**config.mk**
```make
export PLATFORM = sky130hd
export DESIGN_NAME = ets_window_accumulator
export DESIGN_NICKNAME = d
export VERILOG_FILES = /design/src/rtl/ets_window_accumulator.sv
export SDC_FILE = /design/constraint.sdc
export NUM_CORES = 1
export LEC_CHECK = 0
export ABC_AREA = 1
export ABC_CLOCK_PERIOD_IN_PS = 5950
export CORE_MARGIN = 2
export CORE_UTILIZATION = 40
export DETAILED_ROUTE_END_ITERATION = 6
export GPL_ROUTABILITY_DRIVEN = 0
export PLACE_DENSITY_LB_ADDON = 0.15
export REMOVE_ABC_BUFFERS = 1
export SLEW_MARGIN = 30
export SYNTH_ARGS = -nofsm -noshare
export SYNTH_HDL_FRONTEND = slang
export SYNTH_SLANG_ARGS = --single-unit
```
**constraint.sdc**
```tcl
create_clock -name shifting_clk -period 5.95 [get_ports shifting_clk]
set_clock_uncertainty 0.2 [all_clocks]
set_input_delay 1.785 -clock shifting_clk [delete_from_list [all_inputs] [get_ports shifting_clk]]
set_output_delay 1.785 -clock shifting_clk [all_outputs]
set_load 0.02 [all_outputs]
```
**src/rtl/ets_window_accumulator.sv**
```systemverilog
// ETS window accumulator: trigger-delayed window capture, per-bin averaging,
// and a valid/ready dump of bin counts to the sample buffer.
module ets_window_accumulator #(
  parameter int DEPTH  = 32,
  parameter int ADDR_W = 5,
  parameter int CNT_W  = 16
) (
  input  logic              shifting_clk,
  input  logic              S_AXI_DATA_aresetn,
  input  logic              en,
  input  logic              cmp_data,
  input  logic              trigger,
  input  logic [15:0]       delay,
  input  logic [15:0]       average,
  output logic              out_valid,
  input  logic              out_ready,
  output logic [ADDR_W-1:0] out_addr,
  output logic [31:0]       out_data,
  output logic              busy,
  output logic              done,
  output logic [15:0]       trig_count,
  output logic [7:0]        overrun_count
);

  typedef enum logic [2:0] {
    S_IDLE,
    S_CLEAR,
    S_ARM,
    S_DELAY,
    S_CAPTURE,
    S_DUMP,
    S_DONE
  } state_e;

  localparam logic [ADDR_W-1:0] LAST = ADDR_W'(DEPTH - 1);

  state_e            state_q, state_d;
  logic              en_m_q, en_s_q;
  logic [1:0]        prime_q;
  logic              low_seen_q;
  logic [ADDR_W-1:0] idx_q;
  logic [15:0]       dly_q;
  logic [15:0]       avg_q;
  logic [15:0]       trig_q;
  logic [7:0]        ovr_q;
  logic              valid_q;
  logic [ADDR_W-1:0] addr_q;
  logic [31:0]       data_q;
  logic              busy_q;
  logic              done_q;
  logic [CNT_W-1:0]  acc_q [DEPTH];

  logic              rise;
  logic              last;
  logic              take;
  logic              fin;
  logic              ign;
  logic [ADDR_W-1:0] idx_inc;
  logic [15:0]       trig_inc;
  logic [CNT_W:0]    sum_d;
  logic [CNT_W-1:0]  acc_d;

  // A rise only counts once en_s has been seen low after reset.
  assign rise     = en_s_q & low_seen_q;
  assign last     = idx_q == LAST;
  assign take     = valid_q & out_ready;
  assign idx_inc  = idx_q + ADDR_W'(1);
  assign trig_inc = trig_q + 16'd1;
  assign fin      = trig_inc == avg_q;
  assign ign      = en_s_q & trigger &
                    (state_q inside {S_CLEAR, S_DELAY, S_CAPTURE,
                                     S_DUMP, S_DONE});
  assign sum_d    = {1'b0, acc_q[idx_q]} + (CNT_W + 1)'(cmp_data);
  assign acc_d    = sum_d[CNT_W] ? '1 : sum_d[CNT_W-1:0];

  always_comb begin
    state_d = state_q;
    if (!en_s_q) begin
      state_d = S_IDLE;
    end else begin
      unique case (state_q)
        S_IDLE:    if (rise) state_d = S_CLEAR;
        S_CLEAR:   if (last) state_d = S_ARM;
        S_ARM:     if (trigger)
                     state_d = (delay == 16'd0) ? S_CAPTURE : S_DELAY;
        S_DELAY:   if (dly_q == 16'd1) state_d = S_CAPTURE;
        S_CAPTURE: if (last) state_d = fin ? S_DUMP : S_ARM;
        S_DUMP:    if (take && last) state_d = S_DONE;
        S_DONE:    state_d = S_DONE;
        default:   state_d = S_IDLE;
      endcase
    end
  end

  always_ff @(posedge shifting_clk or negedge S_AXI_DATA_aresetn) begin
    if (!S_AXI_DATA_aresetn) begin
      state_q    <= S_IDLE;
      en_m_q     <= 1'b0;
      en_s_q     <= 1'b0;
      prime_q    <= '0;
      low_seen_q <= 1'b0;
      idx_q      <= '0;
      dly_q      <= '0;
      avg_q      <= '0;
      trig_q     <= '0;
      ovr_q      <= '0;
      valid_q    <= 1'b0;
      addr_q     <= '0;
      data_q     <= '0;
      busy_q     <= 1'b0;
      done_q     <= 1'b0;
    end else begin
      en_m_q  <= en;
      en_s_q  <= en_m_q;
      prime_q <= {prime_q[0], 1'b1};
      if (rise)
        low_seen_q <= 1'b0;
      else if (prime_q[1] && !en_s_q)
        low_seen_q <= 1'b1;
      state_q <= state_d;
      busy_q  <= !(state_d inside {S_IDLE, S_DONE});
      done_q  <= state_d == S_DONE;
      if (ign && ovr_q != 8'hFF)
        ovr_q <= ovr_q + 8'd1;
      if (!en_s_q) begin
        valid_q <= 1'b0;
      end else begin
        unique case (state_q)
          S_IDLE: if (rise) begin
            avg_q  <= (average == 16'd0) ? 16'd1 : average;
            trig_q <= '0;
            ovr_q  <= '0;
            idx_q  <= '0;
          end
          S_CLEAR: idx_q <= idx_inc;
          S_ARM: begin
            idx_q <= '0;
            if (trigger) dly_q <= delay;
          end
          S_DELAY: dly_q <= dly_q - 16'd1;
          S_CAPTURE: begin
            idx_q <= idx_inc;
            if (last) begin
              trig_q <= trig_inc;
              if (fin) begin
                valid_q <= 1'b1;
                addr_q  <= '0;
                data_q  <= 32'(acc_q[0]);
              end
            end
          end
          S_DUMP: if (take) begin
            if (last) begin
              valid_q <= 1'b0;
            end else begin
              idx_q  <= idx_inc;
              addr_q <= idx_inc;
              data_q <= 32'(acc_q[idx_inc]);
            end
          end
          S_DONE: ;
          default: ;
        endcase
      end
    end
  end

  // Bins survive reset; the CLEAR pass zeroes them at the start of a run.
  always_ff @(posedge shifting_clk) begin
    if (en_s_q && state_q == S_CLEAR)
      acc_q[idx_q] <= '0;
    else if (en_s_q && state_q == S_CAPTURE)
      acc_q[idx_q] <= acc_d;
  end

  assign out_valid     = valid_q;
  assign out_addr      = addr_q;
  assign out_data      = data_q;
  assign busy          = busy_q;
  assign done          = done_q;
  assign trig_count    = trig_q;
  assign overrun_count = ovr_q;

endmodule

```
# ---- Yosys cells after proc, flatten, opt, wreduce, memory -nomap -nowiden
# Memory sizes are Yosys's and may differ from the RTL's.
# Index checks and enable logic that the tools add are counted.
dict set report op_classes {
  addsub 5
  eq_ne 22
  mux 47
  n_bitwise 5
  n_reduce_logical 25
}
# op count
set ops {}
lappend ops {{two-way mux 32 bit} 4}
lappend ops {{two-way mux 16 bit} 6}
lappend ops {{case mux 16 bit (2 select lines)} 2}
lappend ops {{case mux 32 bit (2 select lines)} 1}
lappend ops {{logical NOT 16 bit} 2}
lappend ops {{two-way mux 8 bit} 4}
lappend ops {{two-way mux 3 bit} 9}
lappend ops {{two-way mux 5 bit} 5}
lappend ops {{case mux 3 bit (7 select lines)} 1}
lappend ops {{case mux 5 bit (4 select lines)} 1}
lappend ops {{adder 16 x 1 -> 17 bit} 1}
lappend ops {{adder 16 x 1 -> 16 bit (second input constant)} 1}
lappend ops {{equality test 16 x 1 -> 1 bit (second input constant)} 1}
lappend ops {{equality test 16 bit} 1}
lappend ops {{subtractor 16 x 1 -> 16 bit (second input constant)} 1}
lappend ops {{equality test 3 bit (second input constant)} 4}
lappend ops {{two-way mux 1 bit} 12}
lappend ops {{inequality test 2 bit (second input constant)} 6}
lappend ops {{inequality test 3 bit (second input constant)} 4}
lappend ops {{case mux 5 bit (2 select lines)} 1}
lappend ops {{AND reduction 5 bit} 2}
lappend ops {{nonzero test 2 bit} 5}
lappend ops {{adder 8 x 1 -> 8 bit (second input constant)} 1}
lappend ops {{inequality test 8 bit (second input constant)} 1}
lappend ops {{17 further kinds} 28}
dict set report totals {
  ff_bits 109
  mem_bits_rw 512
  inputBits 38
  output_inout_bits 64
  memories 1
}
# name words word_bits read_ports rd_clocked_by_memory_dff wr line
set mem_list {}
lappend mem_list {acc_q 32 16 3 0 1 51} ;# logic [CNT_W-1:0] acc_q [DEPTH];

# ---- Logic depth before layout (Yosys ltp)
dict set report logic_depth {
  depth_word 9
  mapped_depth 20
  depth_no_buf 18
}

# ---- Worst setup path before layout
# Ideal clock, no wire load.
dict set report synth_timing {
  kind {register -> register}
  start {reg idx_q[0]}
  end {mem acc_q[0][5] (data pin)}
  setup_time_ps 377
  t_arrival_ps 3699
  setup_slack_ps 1675
  stages_incl_launch_ff 18
  path_buffers 6
  cell_sequence {dfrtp_1 > buf_6 > inv_4 > buf_4 > buf_4 > buf_2 > buf_1 > buf_2 > o21ai_0 > a21oi_1 > nor3_1 > nand2_1 > ha_1 > ha_1 > inv_1 > nor2_4 > nand4_2 > a21oi_1}
}
dict set report synth_between {
  elab_chain_len 4
}
# element line
set synth_lines {}
lappend synth_lines {{start: declaration} 41} ;# logic [ADDR_W-1:0] idx_q;
lappend synth_lines {{start signal: assignment} 135} ;# S_CLEAR: idx_q <= idx_inc;
lappend synth_lines {{start signal: assignment} 142} ;# idx_q <= idx_inc;
lappend synth_lines {{start signal: assignment} 156} ;# idx_q <= idx_inc;
lappend synth_lines {{memory (32 x 16 bit)} --}
lappend synth_lines {{adder 16 x 1 -> 17 bit} 73} ;# assign sum_d = {1'b0, acc_q[idx_q]} + (CNT_W + 1)'(cmp_data);
lappend synth_lines {{two-way mux 16 bit} 74} ;# assign acc_d = sum_d[CNT_W] ? '1 : sum_d[CNT_W-1:0];
lappend synth_lines {{two-way mux 16 bit (no source line)} --}
lappend synth_lines {{end: declaration} 51}
# Every way passes these cells.

# ---- Worst setup path after layout
dict set report layout_timing {
  start {reg idx_q[0]}
  end {mem acc_q[30][9] (data pin)}
}
# Same word-level chain as after synthesis.

==> key figures <==
Synthesis
  – Avg Synthesized Cell Area: between 8 and 9 um^2
  – Ys async rst share: 15.4%
  – Post-synth top flop: edfxtp_1
  – Library cells used by synthesis: 43
  – Number of synthesized flops with an enable pin: 512
  – Synth Cell Area: around 0.031 mm^2
  – #FFs+latches synth: 605
  – Seq/Total Area, Yosys: 56.4%
  – Synthesized instance count: 3522
  – Synth Warn #: 0

Setup path
  – WP data arrival: 5120 ps
  – CP Launch Type: flip-flop
  – Critical path class: flip-flop to flip-flop
  – Req. time, crit path: 6130 ps
  – Worst-path fanout max: 152
  – Worst Setup End Kind: flip-flop

Clock tree
  – PostCTS Resize Cnt: 0
  – Root buf cell: clkbuf_16
  – Clock Sinks: 605
  – CTS tree: yes
  – H-tree Lvls: 3
  – Postcts setup bufs: 0
  – Hold_buf cts: 0
  – Clk_lat worst skew: about 600 ps
  – Clock buffer depth: 3
  – CTS Buf Count: 70
  – CTS clock-pin slew for the worst setup and hold paths: 60 ps

Placed design
  – Dpl cell area: roughly 0.033 mm^2
  – Post-Place Cells: 4504
  – Post-DP HPWL: 61.4 mm
  – Count of input and output buffers: 85

Timing
  – Post-route minimum period: 4940 ps
  – Maximum clock rate: 0.203 GHz
  – Final setup viols: 0
  – Actual slew at the worst max-slew pin: 1010 ps
  – RSZ-0062 raised after global routing: false
  – TNS Setup: 0 ps
  – Tcrit/Tclk final: 83.0%
  – Worst rel slew slack: 32.4%
  – Fin. Hold Viols: 0
  – Max-slew violation count: 0
  – WHS: 148 ps

Global routing
  – First-pass GRT wire length: 152 mm
  – Largest net degree at the start of global routing: 203
  – Vias in the first global route: approximately 24k
  – Total gr overflow: 0
  – GRT Total Usage: between 20 and 30%
  – Antenna violations before repair: 1

Hold path
  – Hold Crit Class: flip-flop to flip-flop

Die
  – Die Y: ~280 um
  – Die W: 284 um
  – Core box area: roughly 0.078 mm^2
  – Std cell rows: between 100 and 150
  – I/O Pins: 102
  – Die area: about 0.08 mm^2
  – Starting Density: 40.5%

Run status
  – Status: finished clean

Finish
  – Fillers: 7502
  – Layout Cells excl Fill: 4628
  – Fin area: 0.0354 mm^2
  – Ant. Diodes: 0
  – Layout cells sized above 1: around 7.4%
  – Area Growth Syn to Fin: 12.6%
  – NumNets Final: 3588

Power
  – Leakage Power: 0.0134 uW
  – Maximum vdd drop: 0.239 mV
  – Power Density: approximately 280 mW/mm^2

Drt
  – Residual DRC: 0
  – First-pass DRT Iterations: 6
  – Total Wirelength: 104 mm
  – Drt first-iter violations: around 2.4k
  – Via count: 25.8k
  – WL per Instance: around 23 um
  – Vias per cell: around 5.6
  – DRT antenna net count: 0

Flow run
  – Maxcap violations: 0
## layout by cell type (no fill, tap or decap), types with 6 or more instances in the layout
cell	synthesis	final
clkinv_1	4	15
a21oi_1	236	234
nor3_4	6	6
nor3_1	9	9
o31ai_1	18	18
clkbuf_16	0	73
o21ai_1	51	51
ha_1	11	10
edfxtp_1	512	512
clkbuf_1	81	22
inv_1	243	241
nor2_1	501	469
o221ai_1	35	35
o22ai_1	55	55
conb_1	2	17
nor2_2	10	23
nand3b_1	9	9
buf_12	0	8
o21ai_0	543	543
nand3_1	77	77
a21oi_2	11	13
nand2_1	711	711
nor2_4	2	21
nor4_1	6	6
o211ai_1	78	78
xor2_1	6	6
dfrtp_1	93	91
clkdlybuf4s50_1	0	84
nand2_2	11	11
clkinv_2	0	13
nand4_1	12	12
buf_4	43	71
## area by class of cell
type	instances	area, um^2	area share, %
clock buffer	97	1940	5.47
inverter	257	991	2.80
tap	1040	1300	3.68
timing repair buffer	167	1600	4.52
clock inverter	24	131	0.371
sequential	605	17700	50.0
multi-input combinational	2438	11700	33.1
## flip-flops by register name, indices dropped and copies added, names as in the netlist, 5 cells and up
| register | count |
|---|---|
| trig_count | 16 |
| out_addr | 5 |
| acc_q | 512 |
| idx_q | 5 |
| overrun_count | 8 |
| out_data | 16 |
| dly_q | 16 |
| avg_q | 16 |
## path summary, 6_finish.rpt
path,cells past startpoint,startpoint,slack [ps],to
max,16,idx_q[0],1010,acc_q[30][9]
min,0,prime_q[0],150,prime_q[1]
max reg2reg,16,idx_q[0],1010,acc_q[30][9]
min reg2reg,0,prime_q[0],150,prime_q[1]
max in group asynchronous,2,S_AXI_DATA_aresetn,3640,out_data[11]
min in group asynchronous,1,S_AXI_DATA_aresetn,990,trig_count[1]
## power breakdown
part           total (uW)  internal (uW)  leakage, uW  switching [uW]
clock network        4010           2300      0.00102            1700
registers            4620           4580      0.00595            46.8
logic                1440            445      0.00647             995
total               10100           7320       0.0134            2740
## cell families (layout without fill, tap and decap cells)
| logic type | count (synthesis) | count (layout) | share of synthesized area, % |
|---|---|---|---|
| DFF | 605 | 605 | 56.4 |
| other | 2 | 17 | 0.0239 |
| and+or+nand+nor | 1357 | 1357 | 17.3 |
| xor gates and xnor gates | 13 | 13 | 0.410 |
| buffers and inverters | 494 | 545 | 7.22 |
| adders and majority gates | 11 | 11 | 0.438 |
| muxes | 1 | 1 | 0.0319 |
| AOI/OAI and AO/OA | 1039 | 1039 | 18.2 |
## critical path: stages, from the launching register on
cell	delay, ps
dfrtp_4	840
clkinv_8	600
buf_4	540
a21oi_1	190
o21ai_0	110
nand2_1	100
nand2_1	60
nand2_1	70
nor2_1	40
nand2_1	250
nand2_1	170
nor2_4	180
nand4_2	550
nand3_1	240
nand2_1	80
inv_1	80
buf_4	300
## per-layer routing
| metal | GRT usage, % | wire length, um | up-vias |
|---|---|---|---|
| li1 | - | - | 12200 |
| met3 | 3.47 | 7780 | 188 |
| met4 | 9.72 | 3830 | 0 |
| met5 | 0 | 0 | - |
| met1 | 33.8 | 43700 | 12300 |
| met2 | 41.8 | 48800 | 1029 |
## through the flow
stage / setup WS (ps) / total power (uW) / util [%]
after floorplan: -13730 / 5750 / -
after global placement: 1200 / 6120 / 42.9
after detailed placement: 1150 / 6130 / 42.9
after CTS: 1180 / 10100 / 45.5
after global routing: 608 / 10500 / 45.6
final: 1010 / 10100 / 45.6
## cells in the mapped netlist (3+ instances only)
| cell type | n | area share, % |
|---|---|---|
| xor2_1 | 6 | 0.17 |
| buf_2 | 86 | 1.4 |
| a211oi_1 | 4 | 0.096 |
| clkinv_1 | 4 | 0.048 |
| a22o_1 | 3 | 0.084 |
| edfxtp_1 | 512 | 49 |
| o211ai_1 | 78 | 1.9 |
| o21ai_0 | 543 | 8.7 |
| o221ai_1 | 35 | 0.98 |
| buf_4 | 43 | 1.0 |
| xnor2_1 | 5 | 0.14 |
| inv_1 | 243 | 2.9 |
| inv_4 | 4 | 0.080 |
| ha_1 | 11 | 0.44 |
| nand3b_1 | 9 | 0.22 |
| a21oi_1 | 236 | 3.8 |
| nand3_1 | 77 | 1.2 |
| inv_2 | 6 | 0.072 |
| o31ai_1 | 18 | 0.43 |
| o22ai_1 | 55 | 1.1 |
| nor3_1 | 9 | 0.14 |
| o21ai_1 | 51 | 0.81 |
| nand2_1 | 711 | 8.5 |
| nand4_1 | 12 | 0.24 |
| buf_6 | 18 | 0.65 |
| nor4_1 | 6 | 0.12 |
| nor2_2 | 10 | 0.20 |
| nor3_4 | 6 | 0.31 |
| buf_1 | 9 | 0.11 |
| nor2_1 | 501 | 6.0 |
| clkbuf_1 | 81 | 0.97 |
| nand2_2 | 11 | 0.22 |
| a21oi_2 | 11 | 0.31 |
| dfrtp_1 | 93 | 7.4 |
(Power assumes the default switching activity.)
